## config.mk

```make
export PLATFORM = sky130hd
export DESIGN_NAME = tape_status_encoder
export DESIGN_NICKNAME = d
export VERILOG_FILES = /design/src/rtl/tape_status_pkg.sv /design/src/rtl/tape_bcd_counter3.sv /design/src/rtl/tape_status_encoder.sv
export SDC_FILE = /design/constraint.sdc
export NUM_CORES = 1
export LEC_CHECK = 0
export BUFFER_PORTS_ARGS = -buffer_cell sky130_fd_sc_hd__buf_4
export CAP_MARGIN = 20
export CORE_UTILIZATION = 55
export CTS_CLUSTER_DIAMETER = 200
export CTS_CLUSTER_SIZE = 14
export DETAILED_ROUTE_END_ITERATION = 8
export PLACE_DENSITY = 0.8
export REMOVE_ABC_BUFFERS = 1
export SYNTH_ARGS = -nofsm -noshare
export SYNTH_HDL_FRONTEND = slang
export SYNTH_SLANG_ARGS = --single-unit
export TNS_END_PERCENT = 20
```

## constraint.sdc

```tcl
create_clock -name clk -period 9 [get_ports clk]
set_input_delay 0.45 -clock clk [delete_from_list [all_inputs] [get_ports clk]]
set_output_delay 0.45 -clock clk [all_outputs]
set_load 0.02 [all_outputs]
```

## src/rtl/tape_status_pkg.sv

```systemverilog
`default_nettype none
// ============================================================================
// Module      : tape_status_pkg
// Description : Shared definitions for the tape status encoder: transport
//               states, overlay activity codes, status word field positions,
//               BCD constants and per-digit BCD increment/decrement helpers.
// Revision    : 1.0 - initial release
// ============================================================================
package tape_status_pkg;

    // Overlay activity codes (glyph indices; the font stops at 11)
    localparam logic [3:0] ACT_IDLE = 4'd0;
    localparam logic [3:0] ACT_PLAY = 4'd1;
    localparam logic [3:0] ACT_STOP = 4'd2;
    localparam logic [3:0] ACT_REW  = 4'd3;
    localparam logic [3:0] ACT_FFWD = 4'd4;
    localparam logic [3:0] ACT_REC  = 4'd10;

    // Status word layout
    localparam int STATUS_W   = 33;
    localparam int REC_EN_BIT = 28;
    localparam int ACT_LSB    = 24;
    localparam int CUR_LSB    = 12;
    localparam int MAX_LSB    = 0;

    localparam logic [11:0] BCD_999 = 12'h999;
    localparam logic [11:0] BCD_000 = 12'h000;

    typedef enum logic [2:0] {
        ST_IDLE = 3'd0,
        ST_PLAY = 3'd1,
        ST_STOP = 3'd2,
        ST_REW  = 3'd3,
        ST_FFWD = 3'd4,
        ST_REC  = 3'd5
    } tape_state_e;

    // 3-digit BCD +1 with a 9->0 carry per digit; holds at 999.
    function automatic logic [11:0] bcd_inc3(input logic [11:0] v);
        logic [11:0] r;
        r = v;
        if (v != BCD_999) begin
            if (v[3:0] == 4'd9) begin
                r[3:0] = 4'd0;
                if (v[7:4] == 4'd9) begin
                    r[7:4]  = 4'd0;
                    r[11:8] = v[11:8] + 4'd1;
                end else begin
                    r[7:4] = v[7:4] + 4'd1;
                end
            end else begin
                r[3:0] = v[3:0] + 4'd1;
            end
        end
        return r;
    endfunction

    // 3-digit BCD -1 with a 0->9 borrow per digit; holds at 000.
    function automatic logic [11:0] bcd_dec3(input logic [11:0] v);
        logic [11:0] r;
        r = v;
        if (v != BCD_000) begin
            if (v[3:0] == 4'd0) begin
                r[3:0] = 4'd9;
                if (v[7:4] == 4'd0) begin
                    r[7:4]  = 4'd9;
                    r[11:8] = v[11:8] - 4'd1;
                end else begin
                    r[7:4] = v[7:4] - 4'd1;
                end
            end else begin
                r[3:0] = v[3:0] - 4'd1;
            end
        end
        return r;
    endfunction

    function automatic logic [3:0] act_code(input tape_state_e s);
        logic [3:0] a;
        case (s)
            ST_PLAY: a = ACT_PLAY;
            ST_STOP: a = ACT_STOP;
            ST_REW:  a = ACT_REW;
            ST_FFWD: a = ACT_FFWD;
            ST_REC:  a = ACT_REC;
            default: a = ACT_IDLE;
        endcase
        return a;
    endfunction

endpackage
`default_nettype wire

```

## src/rtl/tape_bcd_counter3.sv

```systemverilog
`default_nettype none
// ============================================================================
// Module      : tape_bcd_counter3
// Description : 3-digit BCD up/down counter with load. Saturates at 000 and
//               999. Priority: load > inc > dec.
// Ports       : clk, rst_n (async active-low), inc, dec, load,
//               load_value[11:0] -> value[11:0], at_zero, at_max
// Revision    : 1.0 - initial release
// ============================================================================
module tape_bcd_counter3
    import tape_status_pkg::*;
(
    input  logic        clk,
    input  logic        rst_n,
    input  logic        inc,
    input  logic        dec,
    input  logic        load,
    input  logic [11:0] load_value,
    output logic [11:0] value,
    output logic        at_zero,
    output logic        at_max
);

    logic [11:0] value_q;
    logic [11:0] value_d;

    always_comb begin
        value_d = value_q;
        if (load) begin
            value_d = load_value;
        end else if (inc) begin
            value_d = bcd_inc3(value_q);
        end else if (dec) begin
            value_d = bcd_dec3(value_q);
        end
    end

    always_ff @(posedge clk or negedge rst_n) begin
        if (!rst_n) begin
            value_q <= BCD_000;
        end else begin
            value_q <= value_d;
        end
    end

    assign value   = value_q;
    assign at_zero = (value_q == BCD_000);
    assign at_max  = (value_q == BCD_999);

endmodule
`default_nettype wire

```

## src/rtl/tape_status_encoder.sv

```systemverilog
`default_nettype none
// ============================================================================
// Module      : tape_status_encoder
// Description : Virtual cassette transport FSM with a 3-digit BCD block
//               counter; produces the registered 33-bit overlay status word.
//               Optional macro TAPE_AUTOREWIND_EN: end of tape in PLAY/FFWD
//               enters REW (down to 000, then STOP) instead of STOP.
// Ports       : clk, reset (async active-low), mounted, wr_protect,
//               cmd_play/stop/rew/ffwd/rec (pulses), block_tick (pulse),
//               max_load, max_value[11:0] (BCD)
//               -> status[32:0] = {4'b0, rec_en, activity[3:0], cur, max},
//                  status_upd (pulse when status changes)
// Revision    : 1.0 - initial release
// ============================================================================
module tape_status_encoder
    import tape_status_pkg::*;
#(
    parameter logic [11:0] MAX_DEFAULT = 12'h999
)(
    input  logic                clk,
    input  logic                reset,
    input  logic                mounted,
    input  logic                wr_protect,
    input  logic                cmd_play,
    input  logic                cmd_stop,
    input  logic                cmd_rew,
    input  logic                cmd_ffwd,
    input  logic                cmd_rec,
    input  logic                block_tick,
    input  logic                max_load,
    input  logic [11:0]         max_value,
    output logic [STATUS_W-1:0] status,
    output logic                status_upd
);

`ifdef TAPE_AUTOREWIND_EN
    localparam tape_state_e EOT_STATE = ST_REW;
`else
    localparam tape_state_e EOT_STATE = ST_STOP;
`endif

    localparam logic [STATUS_W-1:0] STATUS_RESET = {{(STATUS_W-12){1'b0}}, MAX_DEFAULT};

    tape_state_e         state_q, state_d;
    logic [11:0]         max_q, max_d;
    logic                rec_en_q, rec_en_d;
    logic [STATUS_W-1:0] status_q, status_d;
    logic                status_upd_q, status_upd_d;

    logic                cur_inc, cur_dec, cur_load;
    logic [11:0]         cur_load_value;
    logic [11:0]         cur_value;
    logic                cur_at_zero, cur_at_max;
    logic [11:0]         cur_next_up, cur_next_dn;

    tape_bcd_counter3 u_cur (
        .clk        (clk),
        .rst_n      (reset),
        .inc        (cur_inc),
        .dec        (cur_dec),
        .load       (cur_load),
        .load_value (cur_load_value),
        .value      (cur_value),
        .at_zero    (cur_at_zero),
        .at_max     (cur_at_max)
    );

    assign cur_next_up = bcd_inc3(cur_value);
    assign cur_next_dn = bcd_dec3(cur_value);

    // Next state, counter control and max register
    always_comb begin
        state_d        = state_q;
        max_d          = max_q;
        cur_inc        = 1'b0;
        cur_dec        = 1'b0;
        cur_load       = 1'b0;
        cur_load_value = BCD_000;

        // Tick effect is decided by the state held before any command.
        if (block_tick && (state_q != ST_IDLE)) begin
            case (state_q)
                ST_PLAY, ST_FFWD: begin
                    if (cur_value == max_q) begin
                        state_d = EOT_STATE;
                    end else begin
                        cur_inc = 1'b1;
                        if (cur_next_up == max_q) begin
                            state_d = EOT_STATE;
                        end
                    end
                end
                ST_REW: begin
                    if (!cur_at_zero) begin
                        cur_dec = 1'b1;
                        if (cur_next_dn == BCD_000) begin
                            state_d = ST_STOP;
                        end
                    end
                end
                ST_REC: begin
                    if (cur_at_max) begin
                        state_d = ST_STOP;
                    end else begin
                        cur_inc = 1'b1;
                        // Recording past the end extends the tape with it.
                        if (cur_value == max_q) begin
                            max_d = bcd_inc3(max_q);
                        end
                    end
                end
                default: ;
            endcase
        end

        if ((state_q == ST_REW) && cur_at_zero) begin
            state_d = ST_STOP;
        end

        // Packed BCD orders the same as binary, so a plain compare suffices.
        if (max_load && ((state_q == ST_IDLE) || (state_q == ST_STOP))) begin
            max_d = max_value;
            if (cur_value > max_value) begin
                cur_load       = 1'b1;
                cur_load_value = max_value;
            end
        end

        // Only an unmount leads into IDLE, so mounted seen high in IDLE is
        // the rising edge.
        if (state_q == ST_IDLE) begin
            state_d = ST_STOP;
        end else if (cmd_stop) begin
            state_d = ST_STOP;
        end else if (cmd_rec && !wr_protect) begin
            state_d = ST_REC;
        end else if (cmd_play) begin
            state_d = ST_PLAY;
        end else if (cmd_rew) begin
            state_d = ST_REW;
        end else if (cmd_ffwd) begin
            state_d = ST_FFWD;
        end

        if (!mounted) begin
            state_d        = ST_IDLE;
            cur_load       = 1'b1;
            cur_load_value = BCD_000;
        end
    end

    // Status word built from registered state only
    always_comb begin
        rec_en_d                   = mounted & ~wr_protect;
        status_d                   = '0;
        status_d[REC_EN_BIT]       = rec_en_q;
        status_d[ACT_LSB +: 4]     = act_code(state_q);
        status_d[CUR_LSB +: 12]    = cur_value;
        status_d[MAX_LSB +: 12]    = max_q;
        status_upd_d               = (status_d != status_q);
    end

    always_ff @(posedge clk or negedge reset) begin
        if (!reset) begin
            state_q      <= ST_IDLE;
            max_q        <= MAX_DEFAULT;
            rec_en_q     <= 1'b0;
            status_q     <= STATUS_RESET;
            status_upd_q <= 1'b0;
        end else begin
            state_q      <= state_d;
            max_q        <= max_d;
            rec_en_q     <= rec_en_d;
            status_q     <= status_d;
            status_upd_q <= status_upd_d;
        end
    end

    assign status     = status_q;
    assign status_upd = status_upd_q;

endmodule
`default_nettype wire

```

* Word-level counts from Yosys, hierarchy flattened
Index checks and enable logic that the tools add are counted.
** Operators by class
- Shifts and indexed selects :: 0
- Reduce and logical (&&, ||, !) cells :: 25
- Divide/modulo/power cells :: 0
- Order comparisons :: 1
- Eq/ne operators :: 22
- Multiplexer cells :: 52
- Multipliers :: 0
- Bitwise logic cells :: 2
- Add/subtract/negate cells :: 9
** Operators with widths (count)
- 12-bit two-way mux :: 14
- 3-bit two-way mux :: 14
- 4-bit two-way mux :: 9
- 29-bit inequality test :: 1
- 4-bit by 1-bit adder with 4-bit output, second input constant :: 6
- 12-bit == test :: 2
- 12-bit zero test :: 2
- 8-bit two-way mux :: 3
- 12-bit inequality test, second input constant :: 2
- 10-bit by 7-bit inequality test with 1-bit output, second input constant :: 2
- 4-bit one-hot mux with 5 select lines :: 1
- 4-bit == test, second input constant :: 4
- 12-bit == test, second input constant :: 1
- 12-bit greater-than comparator :: 1
- 6-bit AND reduction :: 2
- 12-bit nonzero test :: 1
- 2-bit nonzero test :: 6
- 4-bit by 1-bit subtractor with 4-bit output, second input constant :: 3
- 11-bit by 1-bit inequality test with 1-bit output, second input constant :: 1
- 11-bit inequality test, second input constant :: 1
- 10-bit inequality test, second input constant :: 1
- 1-bit two-way mux :: 9
- 9-bit by 1-bit inequality test with 1-bit output, second input constant :: 1
- 3-bit one-hot mux with 3 select lines :: 1
- other kinds (16) :: 23
** Storage, ports and cells
- Bits in writable memories :: 0
- Bits in read-only memories :: 0
- Memories kept :: 0
- Register bits after elaboration :: 58
- Logic and storage cells :: 119
- Bits in latches :: 0

* Longest topological paths before layout
Gate-level depths: netlist of run 1.
- Depth after elaboration :: 17
- Mapped depth :: 11

* Cells and area by module
Synthesis of run 1 repeated with hierarchy kept, for this count alone.
** Unflattened totals
- Cell total of the unflattened synthesis :: 519
- Area total of the unflattened synthesis :: 4553.1 um2
** By module, submodules not included
- tape_status_encoder :: seq. area each 1166.1 um2, instances 1, cells each 378, area an instance 3404.5 um2
- tape_bcd_counter3 :: seq. area each 300.3 um2, instances 1, cells each 141, area an instance 1148.6 um2

* Worst setup path after synthesis of run 1
OpenSTA, ideal clock, no wires.
- Path kind :: reg-to-reg
- Start :: register u_cur.value_q[0], in the netlist u_cur.value[0]
- End :: register state_q[1]
- Library setup time :: 0.079 ns
- Arrival :: 2.759 ns
- Path buffers :: 2
- Clock period less this slack :: 2.838 ns
- Setup slack :: 6.162 ns
- Cell stages (with the launch flop) :: 12
- Cells stage by stage :: dfrtp_1 > buf_2 > inv_1 > ha_1 > or3b_1 > buf_6 > nor3_1 > mux2i_1 > o2111ai_1 > o31a_1 > a211oi_2 > mux2i_1
** Between the ends
- Cells in the longest elaborated chain, start to end :: 12
** RTL lines
- from (decl) :: RTL line tape_bcd_counter3.sv:24 : logic [11:0] value_q;
- from (signal assigned) :: RTL line tape_bcd_counter3.sv:42 : value_q <= value_d;
- 12-bit == test :: RTL line tape_status_encoder.sv:84 : if (cur_value == max_q) begin
- 3-bit two-way mux :: RTL line tape_status_encoder.sv:84
- 3-bit one-hot mux with 3 select lines :: RTL line tape_status_encoder.sv:82 : case (state_q)
- 3-bit two-way mux :: RTL line tape_status_encoder.sv:81 : if (block_tick && (state_q != ST_IDLE)) begin
- 3-bit two-way mux :: RTL line tape_status_encoder.sv:116 : if ((state_q == ST_REW) && cur_at_zero) begin
- 3-bit two-way mux :: RTL line tape_status_encoder.sv:141 : end else if (cmd_ffwd) begin
- 3-bit two-way mux :: RTL line tape_status_encoder.sv:139 : end else if (cmd_rew) begin
- 3-bit two-way mux :: RTL line tape_status_encoder.sv:137 : end else if (cmd_play) begin
- 3-bit two-way mux :: RTL line tape_status_encoder.sv:135 : end else if (cmd_rec && !wr_protect) begin
- 3-bit two-way mux :: RTL line tape_status_encoder.sv:133 : end else if (cmd_stop) begin
- 3-bit two-way mux :: RTL line tape_status_encoder.sv:131 : if (state_q == ST_IDLE) begin
- 3-bit two-way mux :: RTL line tape_status_encoder.sv:145 : if (!mounted) begin
- to (signal assigned) :: RTL line tape_status_encoder.sv:171 : state_q <= state_d;
- to (decl) :: RTL line tape_status_encoder.sv:44 : tape_state_e state_q, state_d;
Parallel ways exist; a longest one is shown, timed or not. The select of a mux whose other input is x is not followed.
A chain may end at the register's enable or synchronous reset.

* Worst setup path in the final report of run 1
Ends and elaborated chain as after synthesis.

==> results of run 1 <==
==> metrics by stage <==
stage / setup WS [ns] / hold WS, ns / util, % / power, mW / instance area, sq um
after floorplan: 6.20 / 0.154 / - / 0.405 / 4330
after global placement: 5.96 / 0.381 / 61.5 / 0.460 / 4850
after detailed placement: 5.75 / 0.380 / 61.5 / 0.465 / 4850
after CTS: 5.73 / 0.198 / 64.3 / 0.736 / 5070
after global routing: 5.47 / 0.236 / 64.3 / 0.765 / 5070
final: 5.67 / 0.165 / 64.3 / 0.736 / 5070
==> power by group through the flow <==
stage	logic, mW	registers [mW]	clock network (mW)
2_1_floorplan	0.0794	0.325	0
3_3_place_gp	0.138	0.323	0
3_5_place_dp	0.141	0.324	0
4_1_cts	0.142	0.320	0.275
5_1_grt	0.156	0.324	0.286
6_report	0.142	0.321	0.273
==> critical path, cell delays in order, from the launching register on <==
cell and delay, ns:
dfrtp_1 0.54, inv_1 0.27, ha_1 0.36, or3b_1 0.53
nor3_1 0.39, mux2i_1 0.24, o2111ai_1 0.15, o31a_1 0.28
a211oi_2 0.26, mux2i_1 0.22
==> flip-flops by register name, indices dropped and copies added (netlist names) <==
| name | flops |
|---|---|
| max_q | 12 |
| state_q | 3 |
| status | 29 |
| rec_en_q | 1 |
| status_upd | 1 |
| u_cur.value | 12 |
==> synth_stat cells, types with 3 or more instances <==
cell	count	share of area, %
nor2_1	34	2.8
dfrtp_1	46	25
a2111oi_0	3	0.58
buf_2	17	1.9
nand3b_1	3	0.49
buf_6	5	1.2
a211oi_1	10	1.6
clkbuf_1	7	0.58
and3b_1	3	0.58
and3_1	3	0.41
xor2_1	27	5.2
nor3b_1	6	0.99
a21o_1	3	0.49
o21ai_0	17	1.9
ha_1	24	6.6
xnor2_1	29	5.6
mux2i_1	15	3.3
nand3_1	14	1.5
o211ai_1	5	0.82
o21a_1	4	0.66
o41ai_1	3	0.58
a32oi_1	3	0.58
nor4_1	6	0.82
dfstp_2	12	6.9
nand4_1	9	1.2
buf_4	9	1.5
nand2b_1	6	0.82
a21oi_1	29	3.2
a31oi_1	3	0.41
nor2b_1	7	0.96
inv_1	32	2.6
nand2_1	26	2.1
nor3_1	19	2.1
o22ai_1	3	0.41
==> layer usage <==
| metal | GRT usage [%] | vias to the layer above | part of all wire, % |
|---|---|---|---|
| met5 | 0 | - | 0 |
| met4 | 11.3 | 0 | 2.1 |
| met3 | 4.72 | 25 | 6.7 |
| met2 | 48.5 | 176 | 46 |
| met1 | 43.8 | 1949 | 45 |
| li1 | - | 1846 | - |
==> cell families (layout without fill, tap and decap cells) <==
| group | after synthesis | after routing |
|---|---|---|
| adders and majority gates | 24 | 24 |
| buffers and inverters | 72 | 102 |
| and+or+nand+nor | 161 | 161 |
| AOI/OAI and AO/OA | 113 | 113 |
| xor gates and xnor gates | 56 | 56 |
| muxes | 16 | 16 |
| DFF | 58 | 58 |
| other | 1 | 4 |
==> worst max path at each step <==
stage / to / slack, ns / start / depth (start not counted)
2_1_floorplan: state_q[1]$_DFFE_PN0P_ / 6.20 / u_cur.value[0]$_DFFE_PN0P_ / 9
3_3_place_gp: state_q[1]$_DFFE_PN0P_ / 5.96 / u_cur.value[0]$_DFFE_PN0P_ / 9
3_5_place_dp: state_q[1]$_DFFE_PN0P_ / 5.75 / u_cur.value[0]$_DFFE_PN0P_ / 9
4_1_cts: state_q[1]$_DFFE_PN0P_ / 5.73 / u_cur.value[0]$_DFFE_PN0P_ / 9
5_1_grt: state_q[1]$_DFFE_PN0P_ / 5.47 / u_cur.value[0]$_DFFE_PN0P_ / 9
6_report: state_q[1]$_DFFE_PN0P_ / 5.67 / u_cur.value[0]$_DFFE_PN0P_ / 9
==> area by class of cell <==
type | count | area share (%)
Multi-Input combinational cell | 374 | 54.0
Tap cell | 102 | 2.51
Sequential cell | 58 | 28.9
Clock inverter | 5 | 1.55
Inverter | 33 | 2.44
Timing Repair Buffer | 53 | 7.84
Clock buffer | 11 | 2.79
==> impl_metrics.ini, run 1 <==
[run_status]
status = complete, no violations

[setup_path]
critical_path_required_ns = 9.26
start_kind = register
regToRegStartpoint = u_cur.value[0]$_DFFE_PN0P_
regToRegSetupSlack_ns = 5.67
crit_fanout = 12
reg2reg_depth = 9
cp-end-kind = register
arrival_ns = 3.59
setup.worst_path.class = register to register
r2r-end = state_q[1]$_DFFE_PN0P_

[timing]
relSlewSlack_pct = 36.6
final.setup_skew_ns = 0.0124
slew_violations = 0
fmax_ghz = 0.301
period_share_pct = 37.0
finalSetupViolations = 0
rsz0062_at_grt = no
tightest_slew_ns = 0.946
hold_viol = 0
setup_tns_ns = 0
period_needed_ns = 3.33

[detailed_routing]
drtAntennaViolNets = 0
drc = 0
wl_mm = 12.8
wl_per_cell_um = 20.2
dr.first_iter.drc_count = 336
viasPerCell = 6.28
vias = 3996
drt-pass1-iter-count = 5

[logic_synthesis]
synth-xor-area-share_pct = 10.8
ys_seq_elements = 58
muxShareOfSynthArea_pct = 3.54
synthSimpleGateAreaFrac_pct = 21.3
synthArstFlopShare_pct = 100
ys_warn_count = 0
synth_edf_count = 0
syn_area_per_cell_sq_um = 9.10
netlist_instances = 501
syn-cell-area_sq_mm = 0.00456
ys.flop_type = dfrtp_1
synth_compound_area_share_pct = 17.6
yosysSeqAreaShare_pct = 32.2
synth_cell_types = 79
synthAdderAreaFrac_pct = 6.59
synth_top_family_by_area = simple AND/OR/NAND/NOR gates

[power_and_ir_drop]
powerDensity_mw_per_mm2 = 145
vdd_drop_max_v = 0.0000913
p_leak_nw = 2.24
seqPwrFrac_pct = 43.6
combPwrFrac_pct = 19.3
p_clk_share_pct = 37.1
p_sw_share_pct = 30.8
p_int_mw = 0.509
switchingPower_mw = 0.226

[grt]
grt_pass1_wl_mm = 20.5
grt_pass1_vias = 3870
antenna_found_initial = 0
track_usage_pct = 31.1
grt_max_degree = 59
grt_overflow_total = 0

[floorplanning]
core_sq_mm = 0.00789
die-area_sq_mm = 0.00866
initial_utilization_pct = 57.8
ios = 57
die_w_um = 93.0
num_rows = 32
die-height_um = 93.0

[final_layout]
layout.nets = 576
instances_no_fill = 636
drive_gt1_share_pct = 19.3
fillers = 652
final_common_cell = buf_4
multi_input_area_sq_mm = 0.00274
syn_to_final_growth_pct = 11.3
seq_area_sq_mm = 0.00147
n_antenna_cell = 0
final_cell_mix = buf_4, dfrtp_1, nor2_1, inv_1

[cts]
postCtsHoldBufs = 0
h-tree-depth = 3
cts_tree = built
post_cts_resized = 0
worstSkewPairLatency_ns = 0.34
cts_num_sinks = 58
cts-root-buf = clkbuf_8
postCtsSetupBuffers = 0
clk_path_buf_depth = 2
clk_pin_slew_ns = 0.08
cts_made_buffers = 9

[placement]
dp_cells = 620
dp_hpwl_mm = 9.59
gp_congestion = 0.979
portBuffers = 52

[run]
drv_cap = 0

[min_path]
hold_class = primary input to asynchronous set/reset pin
(Power assumes the default switching activity.)
==> run 2, diff against run 1 <==
--- a/config.mk
+++ b/config.mk
@@ -5,6 +5,7 @@
 export SDC_FILE = /design/constraint.sdc
 export NUM_CORES = 1
 export LEC_CHECK = 0
+export ABC_AREA = 1
 export BUFFER_PORTS_ARGS = -buffer_cell sky130_fd_sc_hd__buf_4
 export CAP_MARGIN = 20
 export CORE_UTILIZATION = 55
==> constraint.sdc (replaced) <==
create_clock -name clk -period 3.4 [get_ports clk]
set_input_delay 0.17 -clock clk [delete_from_list [all_inputs] [get_ports clk]]
set_output_delay 0.17 -clock clk [all_outputs]
set_load 0.02 [all_outputs]
==> run 2 against run 1 <==
Net effect: combinational power rose to 17 times the previous value; clock skew fell by 0.0037 ns; highest routed layer unchanged; largest cell class unchanged; non-clock buffer count is 5 higher; power grew to 6.1 times the previous value.
==> impl_metrics.ini, run 2 <==
[setup_path]
setup.worst_path.class = register to register
cp-end-kind = register
start_kind = register
critical_path_required_ns = 3.69
arrival_ns = 3.40
crit_fanout = 19

[power_and_ir_drop]
p_leak_nw = 2.63
combPwrFrac_pct = 53.8
vdd_drop_max_v = 0.000565
p_clk_share_pct = 15.4
p_sw_share_pct = 50.0
p_int_mw = 2.26
powerDensity_mw_per_mm2 = 871
switchingPower_mw = 2.26
seqPwrFrac_pct = 30.8

[cts]
h-tree-depth = 3
cts_made_buffers = 9
cts_num_sinks = 58
post_cts_resized = 0
cts-root-buf = clkbuf_8
worstSkewPairLatency_ns = 0.35
cts_tree = built
clk_path_buf_depth = 2
clk_pin_slew_ns = 0.07

[grt]
track_usage_pct = 34.6
grt_max_degree = 59
grt_pass1_wl_mm = 22.5
grt_overflow_total = 0
grt_pass1_vias = 4377
antenna_found_initial = 0

[logic_synthesis]
netlist_instances = 638
yosysSeqAreaShare_pct = 32.0
synth.top_cell.area_share_pct = 25.1
synth_common_cells = nand2_1, nand3_1, inv_1
synthArstFlopShare_pct = 100
synth_area_leader_cell = dfrtp_1
ys_top_cells_by_area = dfrtp_1, nand2_1, nand3_1, dfstp_2, ha_1
synth_cell_types = 44
synth_edf_count = 0
ys_warn_count = 0
syn_area_per_cell_sq_um = 7.19
ys_seq_elements = 58
syn-cell-area_sq_mm = 0.00459
synthMostInstantiatedCell = nand2_1
ys.flop_type = dfrtp_1

[floorplanning]
die-area_sq_mm = 0.00871
num_rows = 32
initial_utilization_pct = 58.2
ios = 57
core_sq_mm = 0.00789
die-height_um = 93.3
die_w_um = 93.3

[timing]
final.setup_skew_ns = 0.00869
finalSetupViolations = 0
slew_violations = 0
period_needed_ns = 3.11
hold_viol = 0
setup_tns_ns = 0
period_share_pct = 91.5
relSlewSlack_pct = 49.5
tightest_slew_ns = 0.758
fmax_ghz = 0.322
rsz0062_at_grt = no

[placement]
portBuffers = 52
dp_cells = 768
gp_congestion = 0.986
dp_hpwl_mm = 10.5

[detailed_routing]
wl_per_cell_um = 17.8
wl_mm = 14.0
vias = 4565
drtAntennaViolNets = 0
drt-pass1-iter-count = 5
dr.first_iter.drc_count = 353
drc = 0
viasPerCell = 5.81

[final_layout]
fillers = 721
n_antenna_cell = 0
final_common_cell = nand2_1
layout.nets = 726
final_cell_mix = nand2_1, nand3_1, inv_1, buf_4, nor2_1
largest_register_ff_count = 29
drive_gt1_share_pct = 17.4
instances_no_fill = 786
syn_to_final_growth_pct = 12.9

[min_path]
hold_class = primary input to register

[run]
drv_cap = 0

[run_status]
status = complete, no violations
run 2: worst paths after layout:
| kind | start | end | slack, ns | cells after the start |
|---|---|---|---|---|
| max in group asynchronous | reset | state_q[1]$_DFFE_PN0P_ | 2.45 | 2 |
| worst min-delay path | cmd_stop | state_q[0]$_DFFE_PN0P_ | 0.12 | 4 |
| worst min register to register | rec_en_q$_DFF_PN0_ | status[28]$_DFF_PN0_ | 0.39 | 0 |
| worst max-delay path | u_cur.value[0]$_DFFE_PN0P_ | u_cur.value[7]$_DFFE_PN0P_ | 0.29 | 12 |
| min in group asynchronous | reset | status[18]$_DFF_PN0_ | 0.44 | 2 |
| worst max register to register | u_cur.value[0]$_DFFE_PN0P_ | u_cur.value[7]$_DFFE_PN0P_ | 0.29 | 12 |
run 2: cells by family after synthesis:
logic type	Yosys count	synth area share [%]
flip-flops	58	32.0
other	1	0.0817
AND/OR/NAND/NOR	345	34.9
AO/OA/AOI/OAI	70	9.16
XOR/XNOR	38	7.25
adder cells (fa/ha/maj)	24	6.54
buffers and inverters	102	10.1
run 2: timing repair:
| item | in CTS | in global routing |
|---|---|---|
| hold buffers | 2 | 0 |
| endpoints found under the setup margin | 0 | 0 |
| endpoints found under the hold margin | 47 | 0 |
| buffers inserted | 0 | 0 |
run 2: layer usage:
layer | up-vias | part of all wire [%] | GRT usage [%]
met5 | - | 0 | 0
li1 | 2171 | - | -
met3 | 49 | 8.3 | 7.56
met1 | 2113 | 42 | 44.8
met4 | 0 | 4.5 | 18.3
met2 | 232 | 45 | 53.8
run 2: worst max-delay path, stage by stage, from the launching register on:
cell and delay (ns):
dfrtp_1 0.58, inv_1 0.23, ha_1 0.32, nand2_1 0.06
nor3_1 0.23, nand2_1 0.08, nand2_1 0.12, o21ai_1 0.09
inv_1 0.45, nand3_4 0.39, inv_1 0.34, nand2_1 0.09
nand2_1 0.07
run 2: power by group through the flow:
stage               clock [mW]  sequential [mW]  combinational (mW)
finish                   0.696             1.39                2.43
global route             0.725             1.43                2.70
CTS                      0.702             1.39                2.39
detailed placement           0             1.40                2.37
global placement             0             1.39                2.36
floorplan                    0             1.44                1.48
run 2: metrics by stage:
step	total power [mW]	setup WS, ns	hold WS, ns	util, %	instance area, sq um
5_1_grt	4.86	0.134	0.125	65.7	5180
6_report	4.51	0.290	0.120	65.7	5180
4_1_cts	4.48	0.390	0.113	65.7	5180
2_1_floorplan	2.92	1.01	-0.126	-	4400
3_5_place_dp	3.77	0.426	0.285	62.8	4950
3_3_place_gp	3.75	0.447	0.272	62.8	4950
run 2: final cells by class:
class	count	area, sq um	share of cell area [%]
repair buffers	58	440	8.50
well taps	102	128	2.46
clock inverters	2	35.0	0.676
multi-input cells	481	2670	51.5
flip-flops and latches	58	1470	28.3
inverters	71	269	5.19
clock buffers	14	173	3.33
==> run 3, diff against run 2 <==
--- a/config.mk
+++ b/config.mk
@@ -12,9 +12,12 @@
 export CTS_CLUSTER_DIAMETER = 200
 export CTS_CLUSTER_SIZE = 14
 export DETAILED_ROUTE_END_ITERATION = 8
+export MAX_ROUTING_LAYER = met4
 export PLACE_DENSITY = 0.8
+export RECOVER_POWER = 100
 export REMOVE_ABC_BUFFERS = 1
 export SYNTH_ARGS = -nofsm -noshare
 export SYNTH_HDL_FRONTEND = slang
+export SYNTH_HIERARCHICAL = 1
 export SYNTH_SLANG_ARGS = --single-unit
 export TNS_END_PERCENT = 20
==> run 3 against run 2 <==
Net effect: cell count rose by 4.8%; fmax fell by 0.12%; sequential cell count did not move; global-route usage fell by 1.9 points; routed wire length fell by 5.8%; area after synthesis rose by 1.3%; via count rose by 0.42%; combinational power fell by 5%; sequential share of layout area fell by 0.20 points; clock skew rose by 0.0029 ns; power fell by 3.0%.
==> impl_metrics.ini, run 3 <==
[run_status]
status = complete, no violations

[timing]
slew_violations = 0
relSlewSlack_pct = 6.53
tightest_slew_ns = 1.40
period_share_pct = 91.6
period_needed_ns = 3.11
hold_viol = 0
finalSetupViolations = 0
final.setup_skew_ns = 0.0116
fmax_ghz = 0.321
setup_tns_ns = 0
hold-worst-slack_ns = 0.105
rsz0062_at_grt = no

[grt]
antenna_found_initial = 0
grt_pass1_wl_mm = 21.3
grt_max_degree = 59
grt.met3_usage_pct = 6.23
grt_overflow_total = 0
grt.busiest_layer = met2
track_usage_pct = 32.7
grt_use_met2_pct = 52.6
grt_pass1_vias = 4397
grt_use_met1_pct = 40.4

[cts]
h-tree-depth = 3
cts_num_sinks = 58
clk_pin_slew_ns = 0.08
clk_path_buf_depth = 2
postCtsHoldBufs = 2
cts_tree = built
cts-root-buf = clkbuf_8
postCtsSetupBuffers = 0
worstSkewPairLatency_ns = 0.34
post_cts_resized = 0
cts_made_buffers = 9

[floorplanning]
initial_utilization_pct = 56.6
ios = 57
core_sq_mm = 0.00822
num_rows = 33
die-area_sq_mm = 0.00882
die-height_um = 93.9
die_w_um = 93.9

[logic_synthesis]
synth_area_leader_cell = dfrtp_1
synth_cell_types = 44
ys_seq_elements = 58
syn-cell-area_sq_mm = 0.00465
synth_common_cells = nand2_1, inv_1, nand3_1, nor2_1, dfrtp_1
netlist_instances = 655
ys.flop_type = dfrtp_1
synth.top_cell.area_share_pct = 24.8
yosysSeqAreaShare_pct = 31.5
synthArstFlopShare_pct = 100
synth_edf_count = 0
syn_area_per_cell_sq_um = 7.10
ys_top_cells_by_area = dfrtp_1, nand2_1, dfstp_2, nand3_1, ha_1
synthMostInstantiatedCell = nand2_1
ys_warn_count = 6

[final_layout]
final_common_cell = nand2_1
largest_register_ff_count = 29
final_cell_mix = nand2_1, inv_1, nor2_1, nand3_1, dfrtp_1
n_antenna_cell = 0
seq_area_sq_mm = 0.00147
syn_to_final_growth_pct = 12.2
layout.nets = 757
drive_gt1_share_pct = 13.9
fillers = 805
multi_input_area_sq_mm = 0.00273

[setup_path]
cp-end-kind = register
critPathMostFrequentCell = nand2_1
critPathMaxStageDelay_ns = 0.59
start_kind = register
crit_slowest_cell = dfrtp_1
crit_fanout = 10
path_cells = clkbuf_1, inv_2, nand2_2, nor2_4, nand2_1, nor2_1, nor2_4, inv_1, nor2_1, o31ai_1, o21ai_4, nand2_1, a21oi_4, nand2_1, o21ai_1
arrival_ns = 3.38
setup.worst_path.class = register to register
critical_path_required_ns = 3.66

[run]
drv_cap = 0

[power_and_ir_drop]
seqPwrFrac_pct = 31.0
combPwrFrac_pct = 52.8
p_sw_share_pct = 50.0
p_clk_share_pct = 16.3
switchingPower_mw = 2.19
powerDensity_mw_per_mm2 = 840
p_leak_nw = 2.60
p_int_mw = 2.19
vdd_drop_max_v = 0.000322

[detailed_routing]
wl_mm = 13.1
wl_per_cell_um = 16.0
dr.first_iter.drc_count = 350
drt-pass1-iter-count = 5
drc = 0
vias = 4584
drtAntennaViolNets = 0
viasPerCell = 5.56

[placement]
gp_congestion = 0.988
portBuffers = 52
dp_hpwl_mm = 10.0

[min_path]
hold_class = primary input to register
run 3: cell types whose count changed after synthesis, sizes merged, moves of 6 or more:
cell | previous run | this run
nand2 | 178 | 205
xnor2 | 21 | 14
nor3 | 10 | 19
nor2 | 53 | 64
or2 | 2 | 9
inv | 71 | 77
nand3 | 77 | 53
buf | 26 | 13
xor2 | 17 | 24
run 3: worst paths after layout:
kind / startpoint / end / depth (start not counted) / slack [ns]
max reg2reg: u_cur/value[2]$_DFFE_PN0P_ / max_q[9]$_DFFE_PN0P_ / 15 / 0.29
max in group asynchronous: reset / status[10]$_DFF_PN0_ / 2 / 1.86
min reg2reg: rec_en_q$_DFF_PN0_ / status[28]$_DFF_PN0_ / 0 / 0.41
max: u_cur/value[2]$_DFFE_PN0P_ / max_q[9]$_DFFE_PN0P_ / 15 / 0.29
min: cmd_stop / state_q[0]$_DFFE_PN0P_ / 4 / 0.11
min in group asynchronous: reset / u_cur/value[7]$_DFFE_PN0P_ / 2 / 0.69
run 3: cells by family after synthesis:
logic type / after synthesis / share of synthesized area (%)
and+or+nand+nor: 375 / 38.2
buffers and inverters: 98 / 8.96
AOI/OAI and AO/OA: 64 / 8.26
DFF: 58 / 31.5
xor gates and xnor gates: 38 / 7.16
adders and majority gates: 20 / 5.55
other: 1 / 0.0807
muxes: 1 / 0.242
run 3: final cells by class:
class	instances	area share [%]
Clock buffer	9	2.37
Clock inverter	7	1.80
Inverter	78	5.76
Multi-Input combinational cell	502	52.3
Sequential cell	58	28.1
Tap cell	105	2.52
Timing Repair Buffer	65	7.17
run 3: worst max-delay path: cells and delay by family, from the launching register on:
kind                   cells  cell delay [ns]
AND/OR/NAND/NOR            8             1.09
AO/OA/AOI/OAI              4             0.86
buffers and inverters      3             0.48
flip-flops                 1             0.59
run 3: layer usage:
layer / part of all wire (%) / wire (um)
met1: 42 / 5480
met2: 48 / 6310
met3: 6.6 / 872
met4: 3.7 / 481
met5: 0 / 0
run 3: power by group through the flow:
| stage | clock (mW) | sequential (mW) | combinational [mW] |
|---|---|---|---|
| floorplan | 0 | 1.46 | 1.50 |
| global placement | 0 | 1.35 | 2.33 |
| detailed placement | 0 | 1.38 | 2.38 |
| CTS | 0.722 | 1.37 | 2.40 |
| global route | 0.758 | 1.40 | 2.57 |
| finish | 0.712 | 1.36 | 2.31 |
run 3: stage by stage:
| step | setup slack (ns) | cell area, sq um | total power, mW | util (%) | std cells |
|---|---|---|---|---|---|
| 4_1_cts | 0.405 | 5390 | 4.48 | 65.5 | 824 |
| 3_5_place_dp | 0.428 | 5150 | 3.76 | 62.6 | 806 |
| 2_1_floorplan | 0.574 | 4540 | 2.96 | - | 638 |
| 5_1_grt | 0.0364 | 5220 | 4.74 | 63.5 | 824 |
| 3_3_place_gp | 0.465 | 5150 | 3.68 | 62.6 | 806 |
| 6_report | 0.287 | 5220 | 4.38 | 63.5 | 824 |
